### src/rtl/load_store_unit_if.sv
// Core-side request/response and data-memory signals of the load/store unit.
interface load_store_unit_if;
    logic        req_valid;
    logic        req_ready;
    logic        req_we;
    logic [2:0]  req_funct3;
    logic [31:0] req_addr;
    logic [31:0] req_wdata;
    logic        resp_valid;
    logic [31:0] resp_rdata;
    logic        resp_err;
    logic [31:0] mem_address;
    logic [31:0] mem_DataWr;
    logic        mem_DMWr;
    logic [2:0]  mem_DMCtrl;
    logic [31:0] mem_DataRd;

    // The LSU itself.
    modport slave (
        input  req_valid, req_we, req_funct3, req_addr, req_wdata, mem_DataRd,
        output req_ready, resp_valid, resp_rdata, resp_err,
               mem_address, mem_DataWr, mem_DMWr, mem_DMCtrl
    );

    // The core plus data memory surrounding the LSU.
    modport master (
        output req_valid, req_we, req_funct3, req_addr, req_wdata, mem_DataRd,
        input  req_ready, resp_valid, resp_rdata, resp_err,
               mem_address, mem_DataWr, mem_DMWr, mem_DMCtrl
    );
endinterface

### src/rtl/load_store_unit.sv
// Load/store unit: accepts one core request at a time, drives the data memory
// for one aligned beat or N byte beats (misaligned), then pulses a response.
//
// state  | meaning
// IDLE   | req_ready=1, waiting for req_valid
// ACCESS | driving one memory beat (byte beats when split)
// RESP   | one-cycle resp_valid pulse, then back to IDLE
module load_store_unit #(
    parameter int ADDR_LIMIT       = 128,
    parameter bit SPLIT_MISALIGNED = 1'b1
) (
    input logic              clk,
    input logic              rst_n,
    load_store_unit_if.slave bus
);
    typedef enum logic [1:0] {
        IDLE   = 2'd0,
        ACCESS = 2'd1,
        RESP   = 2'd2
    } state_t;

    state_t      state_q, state_d;
    logic        we_q;
    logic [2:0]  funct3_q;
    logic [31:0] addr_q;
    logic [31:0] wdata_q;
    logic        err_q;
    logic        split_q;
    logic [1:0]  beats_left_q;
    logic [1:0]  byte_idx_q;
    logic [31:0] asm_q;

    logic [2:0]  size_m1;
    logic        bad_code;
    logic        misaligned;
    logic [32:0] last_byte;
    logic        req_illegal;
    logic        accept;
    logic [31:0] load_result;
    logic [31:0] wshift;

    // Classify the presented request: size, alignment and legality.
    always_comb begin
        size_m1  = 3'd0;
        bad_code = 1'b0;
        case (bus.req_funct3)
            3'b000, 3'b100: size_m1 = 3'd0;
            3'b001, 3'b101: size_m1 = 3'd1;
            3'b010:         size_m1 = 3'd3;
            default:        bad_code = 1'b1;
        endcase
        misaligned  = (bus.req_addr[1:0] & size_m1[1:0]) != 2'b00;
        // 33-bit sum so an address near 2^32 cannot wrap into range
        last_byte   = {1'b0, bus.req_addr} + {30'd0, size_m1};
        req_illegal = bad_code
                    | (bus.req_we & bus.req_funct3[2])
                    | (last_byte >= 33'(ADDR_LIMIT))
                    | (misaligned & ~SPLIT_MISALIGNED);
        accept      = (state_q == IDLE) & bus.req_valid;
    end

    // Final load value: split halfwords need extension, other cases come back ready.
    always_comb begin
        load_result = asm_q;
        if (split_q) begin
            case (funct3_q)
                3'b001:  load_result = {{16{asm_q[15]}}, asm_q[15:0]};
                3'b101:  load_result = {16'd0, asm_q[15:0]};
                default: load_result = asm_q;
            endcase
        end
    end

    // State register.
    always_ff @(posedge clk or negedge rst_n) begin
        if (!rst_n) state_q <= IDLE;
        else        state_q <= state_d;
    end

    // Next state and all bus outputs; memory outputs are zero outside ACCESS.
    always_comb begin
        state_d         = state_q;
        bus.req_ready   = 1'b0;
        bus.resp_valid  = 1'b0;
        bus.resp_err    = 1'b0;
        bus.resp_rdata  = 32'd0;
        bus.mem_address = 32'd0;
        bus.mem_DataWr  = 32'd0;
        bus.mem_DMWr    = 1'b0;
        bus.mem_DMCtrl  = 3'b000;
        wshift          = wdata_q >> {byte_idx_q, 3'b000};
        case (state_q)
            IDLE: begin
                bus.req_ready = 1'b1;
                if (bus.req_valid) state_d = req_illegal ? RESP : ACCESS;
            end
            ACCESS: begin
                bus.mem_DMWr = we_q;
                if (split_q) begin
                    bus.mem_address = addr_q + {30'd0, byte_idx_q};
                    bus.mem_DMCtrl  = we_q ? 3'b000 : 3'b100;
                    bus.mem_DataWr  = we_q ? {24'd0, wshift[7:0]} : 32'd0;
                end else begin
                    bus.mem_address = addr_q;
                    bus.mem_DMCtrl  = funct3_q;
                    bus.mem_DataWr  = we_q ? wdata_q : 32'd0;
                end
                if (beats_left_q == 2'd0) state_d = RESP;
            end
            RESP: begin
                bus.resp_valid = 1'b1;
                bus.resp_err   = err_q;
                bus.resp_rdata = (err_q | we_q) ? 32'd0 : load_result;
                state_d        = IDLE;
            end
            default: state_d = IDLE;
        endcase
    end

    // Request latch, beat down-counter and load assembly buffer.
    always_ff @(posedge clk or negedge rst_n) begin
        if (!rst_n) begin
            we_q         <= 1'b0;
            funct3_q     <= 3'b000;
            addr_q       <= 32'd0;
            wdata_q      <= 32'd0;
            err_q        <= 1'b0;
            split_q      <= 1'b0;
            beats_left_q <= 2'd0;
            byte_idx_q   <= 2'd0;
            asm_q        <= 32'd0;
        end else if (accept) begin
            we_q         <= bus.req_we;
            funct3_q     <= bus.req_funct3;
            addr_q       <= bus.req_addr;
            wdata_q      <= bus.req_wdata;
            err_q        <= req_illegal;
            split_q      <= misaligned & ~req_illegal;
            beats_left_q <= (misaligned & ~req_illegal) ? size_m1[1:0] : 2'd0;
            byte_idx_q   <= 2'd0;
            asm_q        <= 32'd0;
        end else if (state_q == ACCESS) begin
            if (beats_left_q != 2'd0) begin
                beats_left_q <= beats_left_q - 2'd1;
                byte_idx_q   <= byte_idx_q + 2'd1;
            end
            if (!we_q) begin
                if (split_q) asm_q[{byte_idx_q, 3'b000} +: 8] <= bus.mem_DataRd[7:0];
                else         asm_q <= bus.mem_DataRd;
            end
        end
    end
endmodule
### src/flat_wrapper.sv
// flat-port wrapper written by rule: the top's interface ports become plain ports
module load_store_unit_flat 
#(
    parameter int ADDR_LIMIT       = 128,
    parameter bit SPLIT_MISALIGNED = 1'b1
)
  (clk, rst_n, bus_req_valid, bus_req_we, bus_req_funct3, bus_req_addr, bus_req_wdata, bus_mem_DataRd, bus_req_ready, bus_resp_valid, bus_resp_rdata, bus_resp_err, bus_mem_address, bus_mem_DataWr, bus_mem_DMWr, bus_mem_DMCtrl);
  load_store_unit_if bus_i ();
  input logic clk;
  input logic rst_n;
  input wire logic [$bits(bus_i.req_valid)-1:0] bus_req_valid;
  input wire logic [$bits(bus_i.req_we)-1:0] bus_req_we;
  input wire logic [$bits(bus_i.req_funct3)-1:0] bus_req_funct3;
  input wire logic [$bits(bus_i.req_addr)-1:0] bus_req_addr;
  input wire logic [$bits(bus_i.req_wdata)-1:0] bus_req_wdata;
  input wire logic [$bits(bus_i.mem_DataRd)-1:0] bus_mem_DataRd;
  output wire logic [$bits(bus_i.req_ready)-1:0] bus_req_ready;
  output wire logic [$bits(bus_i.resp_valid)-1:0] bus_resp_valid;
  output wire logic [$bits(bus_i.resp_rdata)-1:0] bus_resp_rdata;
  output wire logic [$bits(bus_i.resp_err)-1:0] bus_resp_err;
  output wire logic [$bits(bus_i.mem_address)-1:0] bus_mem_address;
  output wire logic [$bits(bus_i.mem_DataWr)-1:0] bus_mem_DataWr;
  output wire logic [$bits(bus_i.mem_DMWr)-1:0] bus_mem_DMWr;
  output wire logic [$bits(bus_i.mem_DMCtrl)-1:0] bus_mem_DMCtrl;
  assign bus_i.req_valid = bus_req_valid;
  assign bus_i.req_we = bus_req_we;
  assign bus_i.req_funct3 = bus_req_funct3;
  assign bus_i.req_addr = bus_req_addr;
  assign bus_i.req_wdata = bus_req_wdata;
  assign bus_i.mem_DataRd = bus_mem_DataRd;
  assign bus_req_ready = bus_i.req_ready;
  assign bus_resp_valid = bus_i.resp_valid;
  assign bus_resp_rdata = bus_i.resp_rdata;
  assign bus_resp_err = bus_i.resp_err;
  assign bus_mem_address = bus_i.mem_address;
  assign bus_mem_DataWr = bus_i.mem_DataWr;
  assign bus_mem_DMWr = bus_i.mem_DMWr;
  assign bus_mem_DMCtrl = bus_i.mem_DMCtrl;
  load_store_unit #(.ADDR_LIMIT(ADDR_LIMIT), .SPLIT_MISALIGNED(SPLIT_MISALIGNED)) u_core (.clk(clk), .rst_n(rst_n), .bus(bus_i));
endmodule
### config.mk
export PLATFORM = sky130hd
export DESIGN_NAME = load_store_unit_flat
export DESIGN_NICKNAME = d
export VERILOG_FILES = /design/src/rtl/load_store_unit_if.sv /design/src/rtl/load_store_unit.sv /design/src/flat_wrapper.sv
export SDC_FILE = /design/constraint.sdc
export NUM_CORES = 1
export LEC_CHECK = 0
export BUFFER_PORTS_ARGS = -buffer_cell sky130_fd_sc_hd__buf_2
export CORE_MARGIN = 2
export CORE_UTILIZATION = 47
export DETAILED_ROUTE_END_ITERATION = 16
export PLACE_DENSITY_LB_ADDON = 0.05
export SYNTH_ARGS = -nofsm -noshare
export SYNTH_HDL_FRONTEND = slang
export SYNTH_SLANG_ARGS = --single-unit
export TNS_END_PERCENT = 5
### constraint.sdc
create_clock -name clk -period 3.1 [get_ports clk]
set_clock_uncertainty 0.05 [all_clocks]
set_input_delay 0.465 -clock clk [delete_from_list [all_inputs] [get_ports clk]]
set_output_delay 0.465 -clock clk [all_outputs]
set_load 0.01 [all_outputs]
-- After elaboration in Yosys (flattened, before gate mapping)
Cells that the tools add are included.
- equal/unequal tests: 11
- add/sub/neg operators: 5
- shifts and indexed selects: 3
- order comparisons: 1
- mux-type cells: 35
- reductions and logical operators: 12
- bitwise logic cells: 8
- operators by type and width (kind ; number):
    $mux W32 ; 12
    $pmux W32 S2 ; 1
    $add A32 B2 Y33 ; 1
    $ge A33 B8 Y1 const B ; 1
    $add A32 B2 Y32 ; 1
    $bwmux W32 ; 1
    $shift A8 B7 Y32 const A ; 1
    $shiftx A8 B7 Y32 ; 1
    $shr A32 B5 Y8 ; 1
    $mux W2 ; 10
    $eq A3 B3 Y1 const B ; 3
    $mux W3 ; 3
    $mux W8 ; 1
    $pmux W2 S2 ; 2
    $reduce_bool A2 Y1 ; 4
    $neg A5 Y7 ; 1
    $eq A3 B1 Y1 const B ; 2
    $reduce_and A2 Y1 ; 3
    $mux W1 ; 5
    $reduce_or A5 Y1 ; 1
    $logic_not A2 Y1 ; 2
    $ne A2 B2 Y1 const B ; 2
    $and A1 B1 Y1 ; 3
    $eq A3 B2 Y1 const B ; 1
    10 further kinds ; 12
- word-level logic and storage cells: 85
- output and inout port bits: 103
- register bits after elaboration: 108
- bits of input ports: 103

-- Depth between registers and ports, before layout
Gate-level depths: netlist of run 1.
- word-level depth: 10
- depth in mapped cells: 13

-- Worst setup path before layout of run 1
No wires, ideal clock.
- path type: input -> register
- start: input port bus_req_funct3[0]
- end: register u_core.err_q
- stages on the path: 13
- data arrival time: 2.921 ns
- library setup time: 0.121 ns
- path slack: 0.007 ns
- required time: 2.929 ns
- path through: inv_1 -> nand3b_1 -> o21ai_0 -> ha_1 -> fa_1 -> nand3_1 -> nor4_4 -> nor4b_1 -> mux2_2 -> o211ai_1 -> or4_1 -> buf_2 -> o22a_1
- word-level cells in the longest chain between the ends: 6
- ends and longest elaborated chain (element ; line ; source):
    start: declaration ; flat_wrapper.sv:13 ; input wire logic [$bits(bus_i.req_funct3)-1:0] bus_req_funct3;
    $eq A3 B1 Y1 or $eq A3 B3 Y1 (tied branches) ; load_store_unit.sv:46 ; case (bus.req_funct3)
    $reduce_or A2 Y1 ; load_store_unit.sv:46 ;
    $pmux W2 S2 ; load_store_unit.sv:46 ;
    $add A32 B2 Y33 ; load_store_unit.sv:54 ; last_byte = {1'b0, bus.req_addr} + {30'd0, size_m1};
    $ge A33 B8 Y1 ; load_store_unit.sv:57 ; | (last_byte >= 33'(ADDR_LIMIT))
    $or A1 B1 Y1 (*) ; load_store_unit.sv:57 ;
    end signal: assignment ; load_store_unit.sv:137 ; err_q <= req_illegal;
    end: declaration ; load_store_unit.sv:27 ; logic err_q;
Every way passes the cells marked *; elsewhere a longest branch is shown, timed or not.
A chain may end at the register's enable or synchronous reset.

-- Final worst setup path of run 1
- start: register u_core.split_q
- end: output port bus_mem_address[31]
- word-level cells in the longest chain between the ends: 2
- ends and longest elaborated chain (element ; line ; source):
    start: declaration ; load_store_unit.sv:28 ; logic split_q;
    start signal: assignment ; load_store_unit.sv:138 ; split_q <= misaligned & ~req_illegal;
    $mux W32 ; load_store_unit.sv:99 ; if (split_q) begin
    $mux W32 ; load_store_unit.sv:92 ; case (state_q)
    end: declaration ; flat_wrapper.sv:21 ; output wire logic [$bits(bus_i.mem_address)-1:0] bus_mem_address;
No other way between the ends.

==> impl_results.html, run 1 <==
<table>
<tr><th>Metric</th><th>Value</th></tr>
<tr><th colspan="2">Routing</th></tr>
<tr><td>Routed via count divided by cell count</td><td>roughly 5.5</td></tr>
<tr><td>Total Wirelength</td><td>between 20000 and 25000 um</td></tr>
<tr><td>Detailed-route wire length per cell</td><td>16.73 um</td></tr>
<tr><td>Routed via count</td><td>a little under 7000</td></tr>
<tr><td>Post-detailed-route DRC marker count</td><td>0</td></tr>
<tr><td>Number of nets with antenna violations after detailed routing</td><td>0</td></tr>
<tr><td>First-pass DRT Iterations</td><td>5</td></tr>
<tr><td>Count of routing violations after the opening detailed-route iteration</td><td>between 500 and 600</td></tr>
<tr><th colspan="2">Power and ir drop</th></tr>
<tr><td>Internal Power</td><td>2580 uW</td></tr>
<tr><td>Power share of the sequential group</td><td>0.486</td></tr>
<tr><td>Total power density per cell area</td><td>between 400 and 500 nW/um^2</td></tr>
<tr><td>Maximum vdd ir drop</td><td>roughly 0.00026 V</td></tr>
<tr><td>Share of power burned in the clock network</td><td>0.341</td></tr>
<tr><td>Total net switching power</td><td>approximately 1100 uW</td></tr>
<tr><td>Combinational share of power</td><td>0.173</td></tr>
<tr><td>Sw frac</td><td>0.3019</td></tr>
<tr><td>P_leak</td><td>0.004265 uW</td></tr>
<tr><th colspan="2">Yosys</th></tr>
<tr><td>Summed instance area of the synthesized netlist</td><td>just under 7000 um^2</td></tr>
<tr><td>Gate Count Post-Synth</td><td>roughly 860</td></tr>
<tr><td>Mapped Nets</td><td>about 980</td></tr>
<tr><td>Sequential fraction of the synthesis area</td><td>0.4017</td></tr>
<tr><td>Portion of synthesized cell area occupied by the leading cell type</td><td>0.4017</td></tr>
<tr><td>Count leader, synth</td><td>sky130_fd_sc_hd__nand2_1</td></tr>
<tr><td>Cell types with the largest area share after synthesis</td><td>sky130_fd_sc_hd__dfrtp_1 (40%), sky130_fd_sc_hd__nand2_1 (15%), sky130_fd_sc_hd__and2_1 (4.1%), sky130_fd_sc_hd__o21ai_0 (4.0%), sky130_fd_sc_hd__a21oi_1 (2.9%)</td></tr>
<tr><td>Post-synthesis register bit count</td><td>between 100 and 150</td></tr>
<tr><td>Share of synthesized registers carrying an async set or reset</td><td>1.000</td></tr>
<tr><td>Post-synth EDFFs</td><td>0</td></tr>
<tr><td>Primary FF master, synth</td><td>sky130_fd_sc_hd__dfrtp_1</td></tr>
<tr><td>Yosys warnings</td><td>0</td></tr>
<tr><td>Most area-hungry cell type in the Yosys netlist</td><td>sky130_fd_sc_hd__dfrtp_1</td></tr>
<tr><td>Synthesized area per cell</td><td>roughly 7.8 um^2</td></tr>
<tr><td>Distinct cell type count after synthesis</td><td>57</td></tr>
<tr><td>Leading cell types by count after synthesis</td><td>sky130_fd_sc_hd__nand2_1 (267), sky130_fd_sc_hd__dfrtp_1 (108), sky130_fd_sc_hd__o21ai_0 (54)</td></tr>
<tr><th colspan="2">Clocking</th></tr>
<tr><td>Number of buffers inserted by hold repair at cts</td><td>0</td></tr>
<tr><td>Clock Sink Count</td><td>approximately 110</td></tr>
<tr><td>Clock transition at path regs</td><td>0.07 ns</td></tr>
<tr><td>CTS Root Cell</td><td>sky130_fd_sc_hd__clkbuf_16</td></tr>
<tr><td>Inserted Clock Buffers</td><td>9</td></tr>
<tr><td>Clock insertion delay at the later pin of the skew report</td><td>roughly 0.35 ns</td></tr>
<tr><td>Clock tree from TritonCTS</td><td>yes</td></tr>
<tr><td>CTS HTree Levels</td><td>3</td></tr>
<tr><td>CTS max path bufs</td><td>2</td></tr>
<tr><th colspan="2">Final layout</th></tr>
<tr><td>Number of fill cells</td><td>approximately 1400</td></tr>
<tr><td>Share of the core filled with cells in the final layout</td><td>0.6134</td></tr>
<tr><td>Area Overhead vs Synth</td><td>27.04%</td></tr>
<tr><td>Post-layout net count</td><td>approximately 1200</td></tr>
<tr><td>Fraction of final layout cells with drive strength greater than 1</td><td>0.2701</td></tr>
<tr><td>Count of antenna diodes in the layout</td><td>0</td></tr>
<tr><th colspan="2">Die</th></tr>
<tr><td>Total die area</td><td>between 15000 and 20000 um^2</td></tr>
<tr><td>Core region area</td><td>roughly 14000 um^2</td></tr>
<tr><td>Floorplan row count</td><td>43</td></tr>
<tr><td>Effective utilization at floorplan</td><td>0.4828</td></tr>
<tr><td>Horiz. Die Dim</td><td>123.6 um</td></tr>
<tr><td>Top Ports</td><td>approximately 200</td></tr>
<tr><td>Die height</td><td>123.6 um</td></tr>
<tr><th colspan="2">Status</th></tr>
<tr><td>Status</td><td>finished, final reports clean</td></tr>
<tr><th colspan="2">Setup path</th></tr>
<tr><td>Arrival @ worst endpoint</td><td>between 2 and 3 ns</td></tr>
<tr><td>Critical path endpoint category</td><td>output pin</td></tr>
<tr><td>Critical path fanouts, max</td><td>5</td></tr>
<tr><td>Crit path required time</td><td>around 2.6 ns</td></tr>
<tr><td>Worst setup path class</td><td>reg -&gt; out</td></tr>
<tr><td>CP Launch Type</td><td>flip-flop</td></tr>
<tr><td>Register-to-Register Path Depth</td><td>9</td></tr>
<tr><th colspan="2">Placed design</th></tr>
<tr><td>Placement-stage worst setup slack</td><td>-0.4121 ns</td></tr>
<tr><td>Detailed Place HPWL</td><td>15460 um</td></tr>
<tr><td>Gp weighted congestion</td><td>around 0.95</td></tr>
<tr><td># port buffers</td><td>about 210</td></tr>
<tr><th colspan="2">STA</th></tr>
<tr><td># setup viols final</td><td>0</td></tr>
<tr><td>Relative slew slack</td><td>0.3473</td></tr>
<tr><td>Final Critical Period</td><td>3.074 ns</td></tr>
<tr><td>Tightest Pin Transition</td><td>between 0.9 and 1 ns</td></tr>
<tr><td>Final worst hold slack</td><td>0.01972 ns</td></tr>
<tr><td>Crit share post-route</td><td>0.9918</td></tr>
<tr><td>Pins over their slew limit</td><td>0</td></tr>
<tr><td>Worst setup margin</td><td>between 0.02 and 0.03 ns</td></tr>
<tr><td>Upper clock frequency limit</td><td>approximately 330 MHz</td></tr>
<tr><td>Unrepaired setup endpoints after global routing</td><td>yes</td></tr>
<tr><td>Final hold vios</td><td>0</td></tr>
<tr><th colspan="2">Global route</th></tr>
<tr><td>Via count of the first global-routing pass</td><td>about 6200</td></tr>
<tr><td>Largest net degree at the start of global routing</td><td>74</td></tr>
<tr><td>Total congestion overflow</td><td>0</td></tr>
<tr><td>Number of antenna violations at the first check in global routing</td><td>0</td></tr>
<tr><td>Global-route wire length before repair</td><td>32510 um</td></tr>
<tr><td>Total track usage</td><td>0.2761</td></tr>
<tr><th colspan="2">Min path</th></tr>
<tr><td>Path type of the worst min-delay path</td><td>in -&gt; async</td></tr>
<tr><th colspan="2">Flow run</th></tr>
<tr><td>Max-cap check violation count</td><td>0</td></tr>
</table>
[per-layer routing]
metal,wire (um),vias to the layer above,global-route usage,share of wire
met5,0,-,0,0
li1,-,3387,-,-
met3,1183,39,0.05357,0.056
met1,9176,3290,0.3756,0.43
met2,10090,217,0.4396,0.48
met4,643,0,0.09943,0.030
[power by group through the flow]
stage          clock (uW)  sequential [uW]  combinational [uW]
2_1_floorplan           0             1760                 385
3_3_place_gp            0             1810                 612
3_5_place_dp            0             1820                 623
4_1_cts              1290             1790                 635
5_1_grt              1350             1830                 731
6_report             1260             1790                 640
[layout make-up]
cell class                      instances  area (um^2)  share of cell area
Clock inverter                          7        97.59             0.01142
Multi-Input combinational cell        692         3855              0.4510
Clock buffer                            9        225.2             0.02635
Tap cell                              180        225.2             0.02635
Inverter                               17        63.81            0.007466
Sequential cell                       108         2704              0.3164
Timing Repair Buffer                  248         1376              0.1610
[worst max-delay path: stages, from the launching register on]
cell and delay, ns:
sky130_fd_sc_hd__dfrtp_1 0.43, sky130_fd_sc_hd__and4_4 0.25, sky130_fd_sc_hd__and4_4 0.23, sky130_fd_sc_hd__nand4_1 0.15
sky130_fd_sc_hd__or4_4 0.52, sky130_fd_sc_hd__or3_4 0.35, sky130_fd_sc_hd__a21oi_2 0.13, sky130_fd_sc_hd__buf_2 0.13
[timing repair]
action,4_1_cts,5_1_grt
resized for setup,10,9
gates cloned,1,0
setup endpoints to repair,9,15
pin swaps,5,12
setup buffers,7,4
[worst paths after layout]
check / from / end / slack, ns
max reg2reg: u_core.split_q / u_core.asm_q[12] / 0.66
max in group asynchronous: rst_n / u_core.byte_idx_q[1] / 2.21
min in group clk: bus_req_wdata[11] / u_core.wdata_q[11] / 0.24
min reg2reg: u_core.wdata_q[4] / u_core.wdata_q[4] / 0.42
min: rst_n / u_core.asm_q[10] / 0.02
max: u_core.split_q / bus_mem_address[31] / 0.03
[state kept, by name (all words and copies together) (netlist names), 2 cells and up]
name and count:
u_core.state_q 2, u_core.funct3_q 3, u_core.asm_q 32, u_core.addr_q 32, u_core.beats_left_q 2, u_core.wdata_q 32
u_core.byte_idx_q 2
[stage by stage]
stage	cell area (um^2)	setup TNS [ns]	cells	total power, uW
finish	8547	0	1261	3695
global route	8547	-0.3997	1261	3907
CTS	8484	-0.04908	1257	3717
detailed placement	8080	-2.124	1233	2439
global placement	8080	-1.768	1233	2427
floorplan	6728	0	861	2148
[logic make-up (layout without fill, tap and decap cells)]
group           Yosys count  in the layout  synth area share
fa+ha+maj                11             11           0.02269
mux                      16             16           0.02418
flops                   108            108            0.4017
simple gates            476            477            0.3355
compound gates          162            162            0.1465
buf+inv                  62            281           0.03552
xor+xnor                 26             26           0.03385
[cells in the final DEF, fill, tap and decap left out, types with 12 or more instances in the layout]
master,n
sky130_fd_sc_hd__mux2i_1,14
sky130_fd_sc_hd__nand3_1,20
sky130_fd_sc_hd__buf_4,42
sky130_fd_sc_hd__xor2_1,17
sky130_fd_sc_hd__o21ai_0,49
sky130_fd_sc_hd__a21oi_1,36
sky130_fd_sc_hd__nor2_1,51
sky130_fd_sc_hd__nand4_1,21
sky130_fd_sc_hd__inv_1,16
sky130_fd_sc_hd__and2_1,43
sky130_fd_sc_hd__nand2_1,266
sky130_fd_sc_hd__a22oi_1,24
sky130_fd_sc_hd__nor3_1,12
sky130_fd_sc_hd__dfrtp_1,107
sky130_fd_sc_hd__buf_2,204
(Power assumes the default switching activity.)
==> run 2: changes to the inputs <==
--- a/config.mk
+++ b/config.mk
@@ -9,7 +9,8 @@
 export CORE_MARGIN = 2
 export CORE_UTILIZATION = 47
 export DETAILED_ROUTE_END_ITERATION = 16
-export PLACE_DENSITY_LB_ADDON = 0.05
+export GPL_TIMING_DRIVEN = 0
+export PLACE_DENSITY = 0.78
 export SYNTH_ARGS = -nofsm -noshare
 export SYNTH_HDL_FRONTEND = slang
 export SYNTH_SLANG_ARGS = --single-unit
==> run 2 against run 1 <==
Net effect: the run now ends with setup timing left; global-route usage down 0.72 points; final cell count up 1.3%; clock power down 9%; register-to-register slack worse by 0.42 ns; sequential power about the same; combinational power about the same; first-iteration DRC count up 18%; total power down 2.6%; hold slack better by 0.068 ns; largest power group unchanged.
==> impl_results.html, run 2 (synthesized netlist as in run 1, its figures left out) <==
<table>
<tr><th>Metric</th><th>Value</th></tr>
<tr><th colspan="2">Status</th></tr>
<tr><td>Violations in the final reports</td><td>setup timing</td></tr>
<tr><td>Status</td><td>finished, violations left</td></tr>
<tr><th colspan="2">Power and ir drop</th></tr>
<tr><td>Power share of the sequential group</td><td>0.502</td></tr>
<tr><td>Sw frac</td><td>0.3209</td></tr>
<tr><td>Total net switching power</td><td>approximately 1200 uW</td></tr>
<tr><td>P_leak</td><td>roughly 0.0042 uW</td></tr>
<tr><td>Total power density per cell area</td><td>between 400 and 500 nW/um^2</td></tr>
<tr><td>Combinational share of power</td><td>0.178</td></tr>
<tr><td>Internal Power</td><td>2444 uW</td></tr>
<tr><td>Total power of the final layout</td><td>between 3000 and 4000 uW</td></tr>
<tr><td>Maximum vdd ir drop</td><td>0.0003049 V</td></tr>
<tr><td>Share of power burned in the clock network</td><td>0.320</td></tr>
<tr><th colspan="2">Clocking</th></tr>
<tr><td>Number of buffers inserted by hold repair at cts</td><td>0</td></tr>
<tr><td>Clock tree from TritonCTS</td><td>yes</td></tr>
<tr><td>CTS Root Cell</td><td>sky130_fd_sc_hd__clkbuf_16</td></tr>
<tr><td>Clock transition at path regs</td><td>0.08 ns</td></tr>
<tr><td>CTS max path bufs</td><td>2</td></tr>
<tr><td>CTS HTree Levels</td><td>3</td></tr>
<tr><td>Clock Sink Count</td><td>108</td></tr>
<tr><td>Clock insertion delay at the later pin of the skew report</td><td>between 0.3 and 0.4 ns</td></tr>
<tr><td>Inserted Clock Buffers</td><td>9</td></tr>
<tr><th colspan="2">Routing</th></tr>
<tr><td>Total Wirelength</td><td>21070 um</td></tr>
<tr><td>Routed via count</td><td>around 7000</td></tr>
<tr><td>Routed via count divided by cell count</td><td>~5.6</td></tr>
<tr><td>Detailed-route wire length per cell</td><td>between 15 and 20 um</td></tr>
<tr><td>Number of nets with antenna violations after detailed routing</td><td>0</td></tr>
<tr><td>Post-detailed-route DRC marker count</td><td>0</td></tr>
<tr><td>Count of routing violations after the opening detailed-route iteration</td><td>between 600 and 700</td></tr>
<tr><td>First-pass DRT Iterations</td><td>5</td></tr>
<tr><th colspan="2">Final layout</th></tr>
<tr><td>Post-layout net count</td><td>roughly 1200</td></tr>
<tr><td>Area Overhead vs Synth</td><td>26.86%</td></tr>
<tr><td>Top Registers</td><td>u_core.addr_q x32, u_core.asm_q x32, u_core.wdata_q x32</td></tr>
<tr><td>Number of fill cells</td><td>between 1000 and 1500</td></tr>
<tr><td>Most common library cell in the layout ignoring fill and taps</td><td>sky130_fd_sc_hd__nand2_1</td></tr>
<tr><td>Fraction of final layout cells with drive strength greater than 1</td><td>0.2521</td></tr>
<tr><td>Post-route non-filler standard cell count</td><td>approximately 1300</td></tr>
<tr><td>Footprint of the multi-input gates</td><td>a little under 4000 um^2</td></tr>
<tr><td>Sequential Area</td><td>2706 um^2</td></tr>
<tr><td>Most frequent cells in the layout</td><td>sky130_fd_sc_hd__nand2_1 (267), sky130_fd_sc_hd__buf_2 (207), sky130_fd_sc_hd__dfrtp_1 (105)</td></tr>
<tr><th colspan="2">STA</th></tr>
<tr><td>Tightest Pin Transition</td><td>around 0.8 ns</td></tr>
<tr><td>Unrepaired setup endpoints after global routing</td><td>yes</td></tr>
<tr><td>Worst setup margin</td><td>-0.2329 ns</td></tr>
<tr><td>Pins over their slew limit</td><td>0</td></tr>
<tr><td>Relative slew slack</td><td>0.4685</td></tr>
<tr><td>Setup TNS</td><td>-1.679 ns</td></tr>
<tr><td>Final hold vios</td><td>0</td></tr>
<tr><td>Final Critical Period</td><td>around 3.3 ns</td></tr>
<tr><td>Upper clock frequency limit</td><td>about 300 MHz</td></tr>
<tr><td># setup viols final</td><td>14</td></tr>
<tr><td>Crit share post-route</td><td>1.075</td></tr>
<tr><td>Final worst hold slack</td><td>~0.088 ns</td></tr>
<tr><th colspan="2">Flow run</th></tr>
<tr><td>Max-cap check violation count</td><td>0</td></tr>
<tr><th colspan="2">Die</th></tr>
<tr><td>Core region area</td><td>roughly 14000 um^2</td></tr>
<tr><td>Horiz. Die Dim</td><td>~120 um</td></tr>
<tr><td>Floorplan row count</td><td>43</td></tr>
<tr><td>Die height</td><td>123.6 um</td></tr>
<tr><td>Total die area</td><td>roughly 15000 um^2</td></tr>
<tr><td>Top Ports</td><td>206</td></tr>
<tr><td>Effective utilization at floorplan</td><td>0.4828</td></tr>
<tr><th colspan="2">Setup path</th></tr>
<tr><td>Arrival @ worst endpoint</td><td>2.82 ns</td></tr>
<tr><td>Critical path fanouts, max</td><td>5</td></tr>
<tr><td>Slowest cell on the critical path</td><td>sky130_fd_sc_hd__or4_4</td></tr>
<tr><td>Crit path required time</td><td>roughly 2.6 ns</td></tr>
<tr><td>Reg2reg start</td><td>u_core.byte_idx_q[0]</td></tr>
<tr><td>Critical path endpoint category</td><td>output pin</td></tr>
<tr><td>Worst setup path startpoint</td><td>u_core.byte_idx_q[1]</td></tr>
<tr><td>Reg-to-reg endpoint</td><td>u_core.asm_q[19]</td></tr>
<tr><td>Worst R2R Setup Slack</td><td>~0.24 ns</td></tr>
<tr><td>CP Launch Type</td><td>flip-flop</td></tr>
<tr><td>Delay contributed by the slowest stage of the critical path</td><td>0.65 ns</td></tr>
<tr><td>Register-to-Register Path Depth</td><td>8</td></tr>
<tr><td>Worst setup path class</td><td>reg -&gt; out</td></tr>
<tr><td>Cell breakdown of the critical path</td><td>ha_4 -&gt; a21o_1 -&gt; nand4_1 -&gt; or4_4 -&gt; or3_4 -&gt; a21oi_2 -&gt; buf_2</td></tr>
<tr><th colspan="2">Placed design</th></tr>
<tr><td>Cell Count Post-Placement</td><td>between 1000 and 1500</td></tr>
<tr><td># port buffers</td><td>between 200 and 250</td></tr>
<tr><td>Gp weighted congestion</td><td>around 0.9</td></tr>
<tr><td>Detailed Place HPWL</td><td>roughly 16000 um</td></tr>
<tr><th colspan="2">Global route</th></tr>
<tr><td>Total congestion overflow</td><td>0</td></tr>
<tr><td>Largest net degree at the start of global routing</td><td>57</td></tr>
<tr><td>Number of antenna violations at the first check in global routing</td><td>2</td></tr>
<tr><td>Via count of the first global-routing pass</td><td>approximately 6400</td></tr>
<tr><td>Total track usage</td><td>0.2689</td></tr>
<tr><td>Global-route wire length before repair</td><td>between 30000 and 40000 um</td></tr>
<tr><th colspan="2">Min path</th></tr>
<tr><td>Path type of the worst min-delay path</td><td>in -&gt; async</td></tr>
</table>
==> run 2: cell count changes in the layout (fill, tap and decap cells not counted), moves of 3 or more <==
| cell | previous run | this run |
|---|---|---|
| sky130_fd_sc_hd__o21ai_1 | 10 | 5 |
| sky130_fd_sc_hd__buf_1 | 0 | 5 |
| sky130_fd_sc_hd__clkbuf_1 | 0 | 33 |
| sky130_fd_sc_hd__buf_2 | 204 | 207 |
| sky130_fd_sc_hd__o21ai_0 | 49 | 53 |
| sky130_fd_sc_hd__buf_4 | 42 | 15 |
==> run 2: final cells by class <==
type	count	area share
antenna	2	0.0005864
buffer	43	0.01979
inverter	17	0.008357
clock inverter	5	0.005718
sequential	108	0.3171
timing repair buffer	219	0.1362
multi-input combinational	692	0.4574
clock buffer	11	0.02844
tap	180	0.02639
==> run 2: worst max-delay path, delay by kind of cell, from the launching register on <==
kind	cells	cell delay, ns
adder cells (fa/ha/maj)	1	0.28
flip-flops	1	0.46
AND/OR/NAND/NOR	3	1.22
AO/OA/AOI/OAI	2	0.33
buffers and inverters	1	0.16
==> run 2: timing repair <==
| item | CTS | global route |
|---|---|---|
| endpoints found under the setup margin | 37 | 27 |
| cloned | 0 | 1 |
| setup buffers | 3 | 12 |
| pin swaps | 6 | 11 |
| resized for setup | 17 | 19 |
==> run 2: worst max path at each step <==
stage | end | slack [ns] | cells after the start
6_report | bus_mem_address[31] | -0.23 | 7
5_1_grt | bus_mem_address[31] | -0.30 | 7
4_1_cts | bus_mem_address[31] | -0.16 | 7
3_5_place_dp | bus_mem_address[24] | -0.76 | 8
3_3_place_gp | bus_mem_address[24] | -0.77 | 8
2_1_floorplan | u_core.err_q | 0.007 | 13
==> run 2: through the flow <==
stage	instance area [um^2]	worst slack, ns	util
floorplan	6728	0.007364	-
global placement	7969	-0.7679	0.5719
detailed placement	7999	-0.7557	0.5740
CTS	8378	-0.1611	0.6012
global route	8532	-0.3034	0.6123
finish	8534	-0.2329	0.6125
==> run 2: metal layers <==
metal / up-vias / GRT usage / part of all wire
li1: 3426 / - / -
met1: 3352 / 0.3772 / 0.44
met2: 324 / 0.4258 / 0.46
met3: 38 / 0.03342 / 0.069
met4: 0 / 0.1044 / 0.026
met5: - / 0 / 0
==> run 2: power by group through the flow <==
| stage | Combinational, uW | Sequential [uW] | Clock (uW) |
|---|---|---|---|
| after floorplan | 385 | 1760 | 0 |
| after global placement | 596 | 1820 | 0 |
| after detailed placement | 614 | 1820 | 0 |
| after CTS | 620 | 1800 | 1160 |
| after global routing | 727 | 1830 | 1210 |
| final | 642 | 1810 | 1150 |
==> run 3: changes to the inputs <==
--- a/config.mk
+++ b/config.mk
@@ -5,9 +5,12 @@
 export SDC_FILE = /design/constraint.sdc
 export NUM_CORES = 1
 export LEC_CHECK = 0
+export ABC_AREA = 1
 export BUFFER_PORTS_ARGS = -buffer_cell sky130_fd_sc_hd__buf_2
+export CELL_PAD_IN_SITES_DETAIL_PLACEMENT = 0
+export CELL_PAD_IN_SITES_GLOBAL_PLACEMENT = 1
 export CORE_MARGIN = 2
-export CORE_UTILIZATION = 47
+export CORE_UTILIZATION = 33
 export DETAILED_ROUTE_END_ITERATION = 16
 export GPL_TIMING_DRIVEN = 0
 export PLACE_DENSITY = 0.78
==> run 3 against run 2 <==
Net effect: the run still ends with setup timing left; combinational power grew 0.6%; clock-buffer cell count shrank 1; die area grew 52%; total power shrank 1.3%; global-route usage shrank 5.0 points; setup slack gained 0.075 ns; largest cell class unchanged; register-to-register slack gained 0.32 ns; critical endpoint is now bus_mem_address[30]; largest power group unchanged; sequential power shrank 5%; via count grew 11%.
==> impl_results.html, run 3 <==
<table>
<tr><th>Metric</th><th>Value</th></tr>
<tr><th colspan="2">Status</th></tr>
<tr><td>Status</td><td>finished, violations left</td></tr>
<tr><td>Violations in the final reports</td><td>setup timing</td></tr>
<tr><th colspan="2">Routing</th></tr>
<tr><td>Routed via count divided by cell count</td><td>4.979</td></tr>
<tr><td>Detailed-route wire length per cell</td><td>16.32 um</td></tr>
<tr><td>Count of routing violations after the opening detailed-route iteration</td><td>478</td></tr>
<tr><td>Total Wirelength</td><td>between 20000 and 30000 um</td></tr>
<tr><td>Post-detailed-route DRC marker count</td><td>0</td></tr>
<tr><td>First-pass DRT Iterations</td><td>6</td></tr>
<tr><td>Routed via count</td><td>7957</td></tr>
<tr><td>Number of nets with antenna violations after detailed routing</td><td>0</td></tr>
<tr><th colspan="2">Yosys</th></tr>
<tr><td>Cell types with the largest area share after synthesis</td><td>sky130_fd_sc_hd__dfrtp_1 (37%), sky130_fd_sc_hd__nand2_1 (13%), sky130_fd_sc_hd__o21ai_0 (8.2%), sky130_fd_sc_hd__nor2_1 (7.6%), sky130_fd_sc_hd__inv_1 (7.4%)</td></tr>
<tr><td>Distinct cell type count after synthesis</td><td>43</td></tr>
<tr><td>Gate Count Post-Synth</td><td>~1100</td></tr>
<tr><td>Share of synthesized registers carrying an async set or reset</td><td>1.000</td></tr>
<tr><td>Summed instance area of the synthesized netlist</td><td>between 7000 and 8000 um^2</td></tr>
<tr><td>Mapped Nets</td><td>roughly 1200</td></tr>
<tr><td>Leading cell types by count after synthesis</td><td>sky130_fd_sc_hd__nand2_1 (249), sky130_fd_sc_hd__nor2_1 (148), sky130_fd_sc_hd__inv_1 (143)</td></tr>
<tr><td>Post-synthesis register bit count</td><td>between 100 and 150</td></tr>
<tr><td>Count leader, synth</td><td>sky130_fd_sc_hd__nand2_1</td></tr>
<tr><td>Most area-hungry cell type in the Yosys netlist</td><td>sky130_fd_sc_hd__dfrtp_1</td></tr>
<tr><td>Sequential fraction of the synthesis area</td><td>0.3720</td></tr>
<tr><td>Yosys warnings</td><td>0</td></tr>
<tr><td>Synthesized area per cell</td><td>6.721 um^2</td></tr>
<tr><td>Post-synth EDFFs</td><td>0</td></tr>
<tr><td>Primary FF master, synth</td><td>sky130_fd_sc_hd__dfrtp_1</td></tr>
<tr><td>Portion of synthesized cell area occupied by the leading cell type</td><td>0.3720</td></tr>
<tr><th colspan="2">Final layout</th></tr>
<tr><td>Most frequent cells in the layout</td><td>sky130_fd_sc_hd__nand2_1 (244), sky130_fd_sc_hd__buf_2 (207), sky130_fd_sc_hd__inv_1 (140)</td></tr>
<tr><td>Post-route non-filler standard cell count</td><td>approximately 1600</td></tr>
<tr><td>Fraction of final layout cells with drive strength greater than 1</td><td>0.2413</td></tr>
<tr><td>Top Registers</td><td>u_core.addr_q x32, u_core.asm_q x32, u_core.wdata_q x32</td></tr>
<tr><td>Count of antenna diodes in the layout</td><td>0</td></tr>
<tr><td>Area Overhead vs Synth</td><td>28.00%</td></tr>
<tr><td>Post-layout net count</td><td>roughly 1400</td></tr>
<tr><td>Share of the core filled with cells in the final layout</td><td>0.4288</td></tr>
<tr><td>Number of fill cells</td><td>roughly 2300</td></tr>
<tr><td>Most common library cell in the layout ignoring fill and taps</td><td>sky130_fd_sc_hd__nand2_1</td></tr>
<tr><td>Footprint of the multi-input gates</td><td>4029 um^2</td></tr>
<tr><td>Sequential Area</td><td>between 2000 and 3000 um^2</td></tr>
<tr><th colspan="2">Placed design</th></tr>
<tr><td>Detailed Place HPWL</td><td>20630 um</td></tr>
<tr><td># port buffers</td><td>around 210</td></tr>
<tr><td>Cell Count Post-Placement</td><td>1567</td></tr>
<tr><td>Gp weighted congestion</td><td>0.8995</td></tr>
<tr><th colspan="2">Setup path</th></tr>
<tr><td>Critical path fanouts, max</td><td>3</td></tr>
<tr><td>CP Launch Type</td><td>flip-flop</td></tr>
<tr><td>Arrival @ worst endpoint</td><td>roughly 2.7 ns</td></tr>
<tr><td>Critical path endpoint category</td><td>output pin</td></tr>
<tr><td>Crit path required time</td><td>between 2 and 3 ns</td></tr>
<tr><td>Worst setup path class</td><td>reg -&gt; out</td></tr>
<tr><th colspan="2">Die</th></tr>
<tr><td>Horiz. Die Dim</td><td>about 150 um</td></tr>
<tr><td>Floorplan row count</td><td>54</td></tr>
<tr><td>Effective utilization at floorplan</td><td>0.3350</td></tr>
<tr><td>Die height</td><td>152.4 um</td></tr>
<tr><td>Total die area</td><td>23220 um^2</td></tr>
<tr><td>Top Ports</td><td>between 200 and 250</td></tr>
<tr><td>Core region area</td><td>21690 um^2</td></tr>
<tr><th colspan="2">Global route</th></tr>
<tr><td>Global-route wire length before repair</td><td>40580 um</td></tr>
<tr><td>Total congestion overflow</td><td>0</td></tr>
<tr><td>Via count of the first global-routing pass</td><td>between 7000 and 8000</td></tr>
<tr><td>Total track usage</td><td>0.2188</td></tr>
<tr><td>Largest net degree at the start of global routing</td><td>57</td></tr>
<tr><td>M3 GR Usage</td><td>0.02446</td></tr>
<tr><td>Met1 layer usage reported by global route</td><td>0.3063</td></tr>
<tr><td>Most utilized layer in the global route result</td><td>met2</td></tr>
<tr><td>Number of antenna violations at the first check in global routing</td><td>0</td></tr>
<tr><td>Met2 demand-to-capacity share in global routing</td><td>0.3483</td></tr>
<tr><th colspan="2">STA</th></tr>
<tr><td>Final hold vios</td><td>0</td></tr>
<tr><td># setup viols final</td><td>4</td></tr>
<tr><td>Pins over their slew limit</td><td>0</td></tr>
<tr><td>Crit share post-route</td><td>1.051</td></tr>
<tr><td>Worst setup margin</td><td>-0.1578 ns</td></tr>
<tr><td>Tightest Pin Transition</td><td>~0.94 ns</td></tr>
<tr><td>Upper clock frequency limit</td><td>just over 300 MHz</td></tr>
<tr><td>Relative slew slack</td><td>0.3680</td></tr>
<tr><td>Final Critical Period</td><td>around 3.3 ns</td></tr>
<tr><td>Unrepaired setup endpoints after global routing</td><td>yes</td></tr>
<tr><th colspan="2">Clocking</th></tr>
<tr><td>CTS max path bufs</td><td>2</td></tr>
<tr><td>Clock Sink Count</td><td>about 110</td></tr>
<tr><td>Inserted Clock Buffers</td><td>9</td></tr>
<tr><td>Clock insertion delay at the later pin of the skew report</td><td>approximately 0.35 ns</td></tr>
<tr><td>CTS Root Cell</td><td>sky130_fd_sc_hd__clkbuf_16</td></tr>
<tr><td>Clock transition at path regs</td><td>0.09 ns</td></tr>
<tr><td>Clock tree from TritonCTS</td><td>yes</td></tr>
<tr><td>CTS HTree Levels</td><td>3</td></tr>
<tr><th colspan="2">Power and ir drop</th></tr>
<tr><td>Total power density per cell area</td><td>roughly 380 nW/um^2</td></tr>
<tr><td>Maximum vdd ir drop</td><td>slightly below 0.0002 V</td></tr>
<tr><td>P_leak</td><td>~0.0047 uW</td></tr>
<tr><td>Total power of the final layout</td><td>roughly 3600 uW</td></tr>
<tr><th colspan="2">Flow run</th></tr>
<tr><td>Max-cap check violation count</td><td>0</td></tr>
<tr><th colspan="2">Min path</th></tr>
<tr><td>Path type of the worst min-delay path</td><td>in -&gt; async</td></tr>
</table>
run 3: changes by cell type in the layout (fill, tap and decap cells not counted), sizes merged, moves of 9 or more:
cell   previous run  this run
a21oi            39        60
nor2             51       164
nand3            21        49
a22o              9         0
mux2i            14         0
or3               9         0
inv              17       147
o21ai            59       120
and2             44         0
xor2             17         5
a22oi            24        12
run 3: critical path, cell delays in order (launching register included):
cell and delay [ns]:
sky130_fd_sc_hd__dfrtp_1 0.40, sky130_fd_sc_hd__ha_2 0.21, sky130_fd_sc_hd__inv_2 0.04, sky130_fd_sc_hd__fa_2 0.42
sky130_fd_sc_hd__nor3_4 0.16, sky130_fd_sc_hd__nand2_2 0.12, sky130_fd_sc_hd__nor4_2 0.15, sky130_fd_sc_hd__nand2_1 0.13
sky130_fd_sc_hd__nor2_2 0.14, sky130_fd_sc_hd__nand2_1 0.08, sky130_fd_sc_hd__or2_1 0.22, sky130_fd_sc_hd__o21ai_1 0.12
sky130_fd_sc_hd__a21oi_1 0.05, sky130_fd_sc_hd__buf_2 0.14
run 3: area by class of cell:
| type | count | area share |
|---|---|---|
| Multi-Input combinational cell | 783 | 0.4332 |
| Sequential cell | 108 | 0.2906 |
| Timing Repair Buffer | 222 | 0.1269 |
| Inverter | 146 | 0.05960 |
| Tap cell | 280 | 0.03767 |
| Clock buffer | 10 | 0.02570 |
| Buffer | 43 | 0.01910 |
| Clock inverter | 6 | 0.007265 |
run 3: kinds of logic after synthesis:
kind of cell | Yosys count | synth area share
adders and majority gates | 11 | 0.02101
and+or+nand+nor | 539 | 0.3299
AOI/OAI and AO/OA | 224 | 0.1677
xor gates and xnor gates | 9 | 0.01085
DFF | 108 | 0.3720
buffers and inverters | 190 | 0.09850
run 3: per-layer routing:
metal / wire, um / up-vias
met2: 11730 / 276
met4: 788 / 0
met3: 1440 / 47
li1: - / 3971
met1: 12120 / 3663
met5: 0 / -
run 3: worst paths after layout:
kind                                             to            startpoint  slack, ns  depth (start not counted)
max in group asynchronous           u_core.asm_q[0]                 rst_n       2.16                          2
worst max register to register      u_core.asm_q[6]  u_core.byte_idx_q[0]       0.56                          7
worst min register to register    u_core.wdata_q[1]     u_core.wdata_q[1]       0.44                          2
worst min-delay path              u_core.wdata_q[5]                 rst_n       0.08                          1
worst max-delay path            bus_mem_address[30]      u_core.addr_q[0]      -0.16                         13
min in group clk                  u_core.wdata_q[4]      bus_req_wdata[4]       0.24                          3
run 3: per-stage QoR:
stage               area, um^2  setup slack, ns  hold WS [ns]  setup TNS, ns
finish                    9300          -0.1578       0.08392        -0.3354
global route              9300          -0.3789        0.1425         -2.238
CTS                       9174          -0.1877        0.1158        -0.9154
detailed placement        8673          -0.6921        0.4171         -4.068
global placement          8643          -0.7534        0.4093         -4.327
floorplan                 7267          0.03332        0.1194              0
run 3: where the power goes:
group | internal [uW] | switching [uW]
registers | 1590 | 130
clock network | 594 | 596
logic | 220 | 426
run 3: timing repair:
action	4_1_cts	5_1_grt
pin swaps	9	8
buffers inserted	13	3
gates resized for setup	30	30
hold buffers	0	0
setup endpoints to repair	32	32
